File: src/rtl/uart_pkg.sv
// Shared UART definitions: default clock period, baud periods, select codes
// and receiver states.
package uart_pkg;

    localparam int unsigned DEF_SYS_CLK_PERIOD = 20;

    localparam int unsigned BAUD_NS_9600   = 104167;
    localparam int unsigned BAUD_NS_19200  = 52083;
    localparam int unsigned BAUD_NS_38400  = 26041;
    localparam int unsigned BAUD_NS_57600  = 17361;
    localparam int unsigned BAUD_NS_115200 = 8680;

    typedef enum logic [2:0] {
        BAUD_9600   = 3'd0,
        BAUD_19200  = 3'd1,
        BAUD_38400  = 3'd2,
        BAUD_57600  = 3'd3,
        BAUD_115200 = 3'd4
    } baud_sel_t;

    typedef enum logic [1:0] {
        IDLE,
        START,
        DATA,
        STOP
    } rx_state_t;

    // Bit period expressed as (cycles per bit - 1).
    function automatic logic [15:0] baud_div(input int unsigned period_ns,
                                             input int unsigned clk_ns);
        int unsigned div;
        div = period_ns / clk_ns - 1;
        return div[15:0];
    endfunction

endpackage

File: src/rtl/uart_baud_lut.sv
// Baud select to bit-period divisor; shared by the UART transmit and receive paths.
module uart_baud_lut
    import uart_pkg::*;
#(
    parameter int unsigned SYS_CLK_PERIOD = DEF_SYS_CLK_PERIOD
) (
    input  logic [2:0]  baud_set_i,
    output logic [15:0] dr_o
);

    localparam logic [15:0] DR_9600   = baud_div(BAUD_NS_9600,   SYS_CLK_PERIOD);
    localparam logic [15:0] DR_19200  = baud_div(BAUD_NS_19200,  SYS_CLK_PERIOD);
    localparam logic [15:0] DR_38400  = baud_div(BAUD_NS_38400,  SYS_CLK_PERIOD);
    localparam logic [15:0] DR_57600  = baud_div(BAUD_NS_57600,  SYS_CLK_PERIOD);
    localparam logic [15:0] DR_115200 = baud_div(BAUD_NS_115200, SYS_CLK_PERIOD);

    always_comb begin
        // NOTE: default assigned first so no path through the case can infer a latch.
        dr_o = DR_9600;
        case (baud_sel_t'(baud_set_i))
            BAUD_19200:  dr_o = DR_19200;
            BAUD_38400:  dr_o = DR_38400;
            BAUD_57600:  dr_o = DR_57600;
            BAUD_115200: dr_o = DR_115200;
            default:     dr_o = DR_9600;
        endcase
    end

endmodule

File: src/rtl/uart_rx_byte.sv
// 8N1 UART byte receiver: synchronises rx, validates the start bit at mid-bit,
// shifts in 8 data bits LSB-first and checks the stop bit.
module uart_rx_byte
    import uart_pkg::*;
#(
    parameter int unsigned SYS_CLK_PERIOD = DEF_SYS_CLK_PERIOD
) (
    input  logic       clk,
    input  logic       rst,
    input  logic       rx,
    input  logic [2:0] baud_set,
    output logic [7:0] data,
    output logic       rx_done,
    output logic       frame_err,
    output logic       uart_state
);

    logic        rx_meta_q, rx_s_q, rx_d_q;
    logic        start_edge;
    logic [15:0] dr_lut;
    rx_state_t   state_q, state_d;
    logic [15:0] cnt_q, cnt_d;
    logic [15:0] dr_q, dr_d;
    logic [2:0]  bit_idx_q, bit_idx_d;
    logic [7:0]  shift_q, shift_d;
    logic [7:0]  data_q, data_d;
    logic        done_q, done_d;
    logic        err_q, err_d;

    uart_baud_lut #(.SYS_CLK_PERIOD(SYS_CLK_PERIOD)) u_baud_lut (
        .baud_set_i (baud_set),
        .dr_o       (dr_lut)
    );

    // Falling edge on the synchronised line; a line held low never re-triggers.
    assign start_edge = rx_d_q & ~rx_s_q;

    always_comb begin
        state_d   = state_q;
        cnt_d     = cnt_q + 16'd1;
        dr_d      = dr_q;
        bit_idx_d = bit_idx_q;
        shift_d   = shift_q;
        data_d    = data_q;
        done_d    = 1'b0;
        err_d     = 1'b0;
        case (state_q)
            IDLE: begin
                if (start_edge) begin
                    state_d = START;
                    cnt_d   = '0;
                    dr_d    = dr_lut;
                end
            end
            START: begin
                if (cnt_q == (dr_q >> 1)) begin
                    cnt_d = '0;
                    if (rx_s_q) begin
                        state_d = IDLE;
                    end else begin
                        state_d   = DATA;
                        bit_idx_d = '0;
                    end
                end
            end
            DATA: begin
                if (cnt_q == dr_q) begin
                    cnt_d              = '0;
                    shift_d[bit_idx_q] = rx_s_q;
                    bit_idx_d          = bit_idx_q + 3'd1;
                    if (bit_idx_q == 3'd7) state_d = STOP;
                end
            end
            STOP: begin
                if (cnt_q == dr_q) begin
                    cnt_d   = '0;
                    state_d = IDLE;
                    if (rx_s_q) begin
                        data_d = shift_q;
                        done_d = 1'b1;
                    end else begin
                        err_d = 1'b1;
                    end
                end
            end
            default: state_d = IDLE;
        endcase
    end

    // NOTE: sequential state uses non-blocking assignments so every flop samples pre-edge values.
    always_ff @(posedge clk) begin
        if (rst) begin
            rx_meta_q <= 1'b1;
            rx_s_q    <= 1'b1;
            rx_d_q    <= 1'b1;
            state_q   <= IDLE;
            cnt_q     <= '0;
            dr_q      <= '0;
            bit_idx_q <= '0;
            shift_q   <= '0;
            data_q    <= '0;
            done_q    <= 1'b0;
            err_q     <= 1'b0;
        end else begin
            rx_meta_q <= rx;
            rx_s_q    <= rx_meta_q;
            rx_d_q    <= rx_s_q;
            state_q   <= state_d;
            cnt_q     <= cnt_d;
            dr_q      <= dr_d;
            bit_idx_q <= bit_idx_d;
            shift_q   <= shift_d;
            data_q    <= data_d;
            done_q    <= done_d;
            err_q     <= err_d;
        end
    end

    assign data       = data_q;
    assign rx_done    = done_q;
    assign frame_err  = err_q;
    assign uart_state = (state_q != IDLE);

endmodule

File: config.mk
export PLATFORM = sky130hd
export DESIGN_NAME = uart_rx_byte
export DESIGN_NICKNAME = d
export VERILOG_FILES = /design/src/rtl/uart_pkg.sv /design/src/rtl/uart_baud_lut.sv /design/src/rtl/uart_rx_byte.sv
export SDC_FILE = /design/constraint.sdc
export NUM_CORES = 1
export LEC_CHECK = 0
export ABC_AREA = 1
export BUFFER_PORTS_ARGS = -buffer_cell sky130_fd_sc_hd__clkbuf_2
export CAP_MARGIN = 30
export CORE_MARGIN = 10
export CORE_UTILIZATION = 52
export DETAILED_ROUTE_END_ITERATION = 10
export PLACE_DENSITY = 0.79
export SLEW_MARGIN = 10
export SYNTH_ARGS = -nofsm -noshare
export SYNTH_HDL_FRONTEND = slang
export SYNTH_SLANG_ARGS = --single-unit
File: constraint.sdc
create_clock -name clk -period 1.78 [get_ports clk]
set_clock_uncertainty 0.05 [all_clocks]
set_input_delay 0.178 -clock clk [delete_from_list [all_inputs] [get_ports clk]]
set_output_delay 0.178 -clock clk [all_outputs]
set_load 0.005 [all_outputs]
==> flow_summary.toml, run 1 <==
[sta]
max_slew.worst_pin.slew_ps = 514.5
fin_crit_sh_pct = 100.3
setup_viol_count_final = 1
layout_setup_ws_ps = -5.182
hold_violations = 0
period_needed_ps = 1785
fmax_mhz = 560.2
holdWs_ps = 127.9
rsz0062_at_grt = "true"
slew_violations = 0
relSlewSlack_pct = 65.34

[place]
place_area_mm2 = 0.002950
dp_hpwl_mm = 5.041
io_buffers = 16
dp_cells = 512
gp_congestion = 0.9952

[floorplanning]
io-pin-count = 17
die_h_um = 91.99
start_util_pct = 53.11
fp-row-count = 26
die_x_um = 91.99
die_area_mm2 = 0.008462
core_mm2 = 0.005075

[setup_path]
worst-path-max-fanout = 8
crit_top_cell = "nand2_4"
path_class = "flop to flop"
cp-end-kind = "flop"
slowest_stage = "dfxtp_4"
rr_worst_depth = 14
r2r-start = "cnt_q[4]"
start_kind = "flop"
slowest_delay_ps = 420
r2r-end = "bit_idx_q[2]"
crit_chain = "inv_4 -> nand2_1 -> nand2_1 -> nor2_2 -> nand2_1 -> nor2_2 -> nand2_4 -> nand2_4 -> nand2_4 -> inv_4 -> nand2_4 -> nand2_2 -> nand2_2 -> nor2_1"
arrival_ps = 1990
regToRegSetupSlack_ps = -5
crit_required_ps = 1980

[clocking]
cts-root-buf = "clkbuf_8"
cts_buffer_depth = 2
tritoncts = "yes"
cts_max_level = 2
clock_latency_ps = 310
cts_buffers = 5
cts.sink_count = 53
clkTransAtPathRegs_ps = 100

[power_and_ir_drop]
comb_power_share_pct = 21.7
p_int_w = 0.001712
p_clk_share_pct = 28.3
p_leak_nw = 1.515
p_switching_w = 0.0008254
p_total_w = 0.002537
powerDensity_mw_per_mm2 = 768.6
ir_drop_uv = 574.4
sw_frac_of_total_pct = 32.53
power_frac_seq_pct = 50.1

[worst_hold_path]
hold_path_end = "dr_q[0]"
hold_depth = 2
worstHoldStart = "rst"
hp-class = "input port to flop"

[synthesis]
yosys-top-cells-count = "116 x nand2_1, 71 x nor2_1, 53 x dfxtp_1, 49 x inv_1, 26 x o21ai_0"
synth.avg_cell_area_um2 = 6.463
synth_warnings = 0
ys.flop_type = "dfxtp_1"
async_flop_share_pct = 0
synth_area_leaders = "dfxtp_1 39%, nand2_1 16%, nor2_1 9.9%"
ys_seq_elements = 53
syn_inst = 417
synth_edf_count = 0
yosysTopAreaCellShare_pct = 39.37
yosysSeqAreaShare_pct = 39.37
synth_top_cell_by_area = "dfxtp_1"
syn_nets = 426
ys_types = 32
synth_area_mm2 = 0.002695
yosysMostFrequentCell = "nand2_1"

[routing]
drc = 0
routed-via-count = 2714
wirelength_mm = 7.004
wl_per_cell_um = 13.19
drt_iter0_markers = 185
ant_nets = 0
dr.pass1.iters = 4
via_per_inst = 5.111

[global_routing]
grt_max_degree = 21
grtUsageMet3_pct = 3.097
grt_pass1_wl_mm = 10.83
use_met1_pct = 18.01
grt_pass1_vias = 2417
grt_usage_pct = 15.35
overflow = 0
met2_usage_pct = 26.94
antenna_found_initial = 0
grt.busiest_layer = "met2"

[layout]
final_cell_area_mm2 = 0.003301
antenna_cells = 0
drive_gt1_share_pct = 27.11
instances_no_fill = 531
area_delta_synth_final_pct = 22.47
final_nets = 469

[outcome]
status = "finished, violations left"
failed_checks = "negative setup slack"

[flow_run]
drv_cap = 0
[logic make-up (layout without fill, tap and decap cells)]
| group | after synthesis | in the layout | share of synthesized area, % |
|---|---|---|---|
| flip-flops | 53 | 53 | 39.37 |
| adder cells (fa/ha/maj) | 3 | 3 | 1.393 |
| XOR/XNOR | 4 | 4 | 1.300 |
| AND/OR/NAND/NOR | 241 | 242 | 38.86 |
| AO/OA/AOI/OAI | 45 | 45 | 8.914 |
| buffers and inverters | 71 | 114 | 10.17 |
[per-stage QoR]
| step | TNS [ps] | utilization [%] | worst slack [ps] |
|---|---|---|---|
| after floorplan | 0 | - | 214.8 |
| after global placement | -1033 | 58.14 | -88.79 |
| after detailed placement | -671.7 | 58.14 | -76.60 |
| after CTS | 0 | 60.63 | 12.64 |
| after global routing | -1750 | 65.04 | -98.60 |
| final | -5.182 | 65.04 | -5.182 |
[state kept, by name, summed over array words and instances, names as in the netlist, named ones only]
| register | count |
|---|---|
| state_q | 1 |
| data | 8 |
| shift_q | 8 |
| cnt_q | 16 |
| rx_s_q | 1 |
| bit_idx_q | 3 |
| rx_done | 1 |
| frame_err | 1 |
| rx_d_q | 1 |
| dr_q | 11 |
| rx_meta_q | 1 |
[worst max-delay path, delay by kind of cell (launching register included)]
kind / cells / cell delay, ps
simple gates: 12 / 1110
buf+inv: 2 / 130
flops: 1 / 420
[cells in the final DEF, fill, tap and decap left out, types with 2 or more instances in the layout]
cell	n
nor2_2	10
inv_1	47
or2_2	3
dfxtp_1	37
buf_4	24
a21oi_1	12
nand3_4	3
nor3_1	4
inv_6	2
nand4_1	4
nand3_2	6
nand2_1	109
dfxtp_4	5
nor3_2	3
xnor2_1	4
nor2_1	62
o22ai_1	2
o21ai_0	19
inv_2	12
dfxtp_2	11
o21ai_1	7
clkinv_4	2
clkbuf_8	5
nand3_1	21
ha_1	2
nand2_2	7
inv_4	5
nor2_4	2
nand2_4	5
clkbuf_2	16
[power groups by stage]
stage	logic, W	clock network [W]	registers [W]
3_5_place_dp	0.000413	0	0.00129
3_3_place_gp	0.000411	0	0.00129
2_1_floorplan	0.000315	0	0.00128
5_1_grt	0.000609	0.000770	0.00127
6_report	0.000550	0.000717	0.00127
4_1_cts	0.000433	0.000722	0.00127
[repair_timing]
action / in CTS / in global routing
gates cloned: 0 / 1
pin swaps: 0 / 10
buffers inserted: 0 / 9
hold buffers: 1 / 0
endpoints found under the hold margin: 1 / 0
gates resized for setup: 11 / 57
endpoints found under the setup margin: 34 / 38
[layout make-up]
class                   instances  area, µm²
fillers                       438       1774
flip-flops and latches         53       1094
well taps                      70      87.58
clock buffers                   5      68.82
inverters                      65      261.5
repair buffers                 41      270.3
clock inverters                 3      26.28
multi-input cells             294       1493
[worst max path at each step]
stage / startpoint / to / slack (ps) / cells after the start
after floorplan: cnt_q[0] / cnt_q[12] / 210 / 8
after global placement: cnt_q[4] / cnt_q[9] / -90 / 13
after detailed placement: cnt_q[4] / cnt_q[9] / -80 / 13
after CTS: cnt_q[1] / cnt_q[14] / 10 / 9
after global routing: cnt_q[6] / bit_idx_q[2] / -100 / 14
final: cnt_q[4] / bit_idx_q[2] / -5 / 14
[layer usage]
layer / routed length (µm) / share of wire [%] / up-vias
li1: - / - / 1387
met1: 2951 / 42 / 1252
met2: 3546 / 51 / 61
met3: 338 / 4.8 / 14
met4: 167 / 2.4 / 0
met5: 0 / 0 / -
No activity file was read; power rests on OpenSTA's default activity.
==> inputs of run 2 (changes only) <==
--- a/config.mk
+++ b/config.mk
@@ -15,4 +15,6 @@
 export SLEW_MARGIN = 10
 export SYNTH_ARGS = -nofsm -noshare
 export SYNTH_HDL_FRONTEND = slang
+export SYNTH_HIERARCHICAL = 1
 export SYNTH_SLANG_ARGS = --single-unit
+export TNS_END_PERCENT = 50
==> flow_summary.toml, run 2 <==
[sta]
fin_crit_sh_pct = 99.70
setup_viol_count_final = 0
fmax_mhz = 563.5
slew_violations = 0
period_needed_ps = 1775
hold_violations = 0
rsz0062_at_grt = "true"

[layout]
antenna_cells = 0
final_common_cell = "nand2_1"
final_cell_area_mm2 = 0.003732
drive_gt1_share_pct = 28.18
area_delta_synth_final_pct = 22.76
top_regs = "cnt_q x16, dr_q x16"
fillerInstances = 468
layout_common_cells = "130 x nand2_1, 61 x nor2_1, 43 x inv_1"
final_nets = 515

[clocking]
cts.sink_count = 58
cts_buffers = 9
clkTransAtPathRegs_ps = 80
cts_buffer_depth = 2
clock_latency_ps = 360
cts-root-buf = "clkbuf_8"
tritoncts = "yes"
cts_max_level = 3

[floorplanning]
die_area_mm2 = 0.009306
die_x_um = 96.47
start_util_pct = 54.55
core_mm2 = 0.005574
die_h_um = 96.47
io-pin-count = 17
fp-row-count = 27

[global_routing]
antenna_found_initial = 0
grt_pass1_wl_mm = 11.91
overflow = 0
grt_max_degree = 18
grt_usage_pct = 16.38
grt_pass1_vias = 2664

[setup_path]
path_buf_inv = 2
start_kind = "flop"
path_class = "flop to flop"
arrival_ps = 1970
slowest_stage = "dfxtp_2"
crit_chain = "buf_4 -> nand2_1 -> nand2_1 -> nor2_1 -> nand2_1 -> nor2_2 -> nand2_2 -> nand2_2 -> o211ai_2 -> nand2_2 -> clkbuf_16 -> nor2_2"
cp-end-kind = "flop"
cp_top_family = "simple AND/OR/NAND/NOR gates"
slowest_delay_ps = 340
worst-path-max-fanout = 7
crit_required_ps = 1980

[worst_hold_path]
hp-class = "input port to flop"

[synthesis]
synth_warnings = 6
ys_seq_elements = 58
synth_edf_count = 0
async_flop_share_pct = 0
ys_types = 28
yosysTopAreaCellShare_pct = 38.19
syn_inst = 468
synth_top_cell_by_area = "dfxtp_1"
synth_area_leaders = "dfxtp_1 38%, nand2_1 17%, nor2_1 9.6%"
synth.avg_cell_area_um2 = 6.497
yosys-top-cells-count = "137 x nand2_1, 78 x nor2_1, 58 x dfxtp_1, 48 x inv_1, 29 x o21ai_0"
synth_area_mm2 = 0.003040
yosysMostFrequentCell = "nand2_1"
yosysSeqAreaShare_pct = 38.19
ys.flop_type = "dfxtp_1"

[power_and_ir_drop]
powerDensity_mw_per_mm2 = 932.6
ir_drop_uv = 609.5
p_total_w = 0.003481
p_leak_nw = 1.750

[routing]
dr.pass1.iters = 4
wl_per_cell_um = 13.18
ant_nets = 0
drt_iter0_markers = 158
wirelength_mm = 7.685
top_layer = "met4"
dr_wl_met2_mm = 3.948
routed-via-count = 2958
wirelength_met1_mm = 3.195
via_per_inst = 5.074
dr_wl_met3_um = 382
drc = 0

[place]
io_buffers = 16
dp_hpwl_mm = 5.229
gp_congestion = 0.9498
place_area_mm2 = 0.003262

[outcome]
status = "finished clean"

[flow_run]
drv_cap = 0
[run 2: cell count changes in the layout (fill, tap and decap cells not counted), moves of 8 or more]
cell and delta:
nand2_1 +21, nand3_1 -8, a21oi_1 +8, xor2_1 +13, dfxtp_2 +11
[run 2: report_power, final]
part	total [W]	leakage (nW)	internal, W	switching (W)
Combinational	0.000581	1.14	0.000217	0.000363
Clock	0.00150	0.123	0.000928	0.000574
Sequential	0.00140	0.485	0.00135	0.0000502
Total	0.00348	1.75	0.00249	0.000988
[run 2: cell families after synthesis]
kind of cell | share of synthesized area [%]
AOI/OAI and AO/OA | 10.54
xor gates and xnor gates | 3.745
adders and majority gates | 1.235
buffers and inverters | 10.45
DFF | 38.19
other | 0.2470
and+or+nand+nor | 35.60
[run 2: metrics by stage]
step                setup TNS (ps)  hold WS, ps  utilization [%]  setup WS, ps  instances
finish                           0        99.76            66.96         5.319        583
global route                 -2083        123.9            66.96        -122.8        583
CTS                              0        95.06            63.08        0.9455        576
detailed placement          -40.39        315.6            58.52        -40.39        559
global placement            -21.32        316.6            58.52        -21.32        559
floorplan                        0        231.8                -         209.0        470
[run 2: timing repair]
item                                   CTS  global route
resized for setup                        3            72
setup endpoints to repair                2            36
gates cloned                             0             1
endpoints found under the hold margin    1             0
pin swaps                                0            21
setup buffers                            0             6
hold buffers                             1             0
[run 2: worst register-to-register path: stages (launching register included)]
cell	delay [ps]
dfxtp_2	340
buf_4	150
nand2_1	70
nand2_1	60
nor2_1	110
nand2_1	80
nor2_2	130
nand2_2	90
nand2_2	110
o211ai_2	110
nand2_2	150
clkbuf_16	190
nor2_2	40
[run 2: path summary, 6_finish.rpt]
check	slack [ps]	cells after the start	startpoint	end
min	100	2	rst	bit_idx_q[0]
max	5	12	cnt_q[10]	cnt_q[0]
max reg2reg	5	12	cnt_q[10]	cnt_q[0]
min reg2reg	370	1	rx_meta_q	rx_s_q
[run 2: layout make-up]
type	instances	area [µm²]	share of cell area (%)
Multi-Input combinational cell	336	1662	44.52
Clock inverter	7	117.6	3.151
Inverter	61	231.5	6.202
Timing Repair Buffer	40	296.5	7.945
Tap cell	72	90.09	2.414
Sequential cell	58	1211	32.45
Clock buffer	9	123.9	3.319
[run 2: layer usage]
layer / vias up / GRT usage (%)
met5: - / 0
met4: 0 / 6.538
met3: 18 / 4.626
met2: 67 / 28.17
met1: 1354 / 18.71
li1: 1519 / -
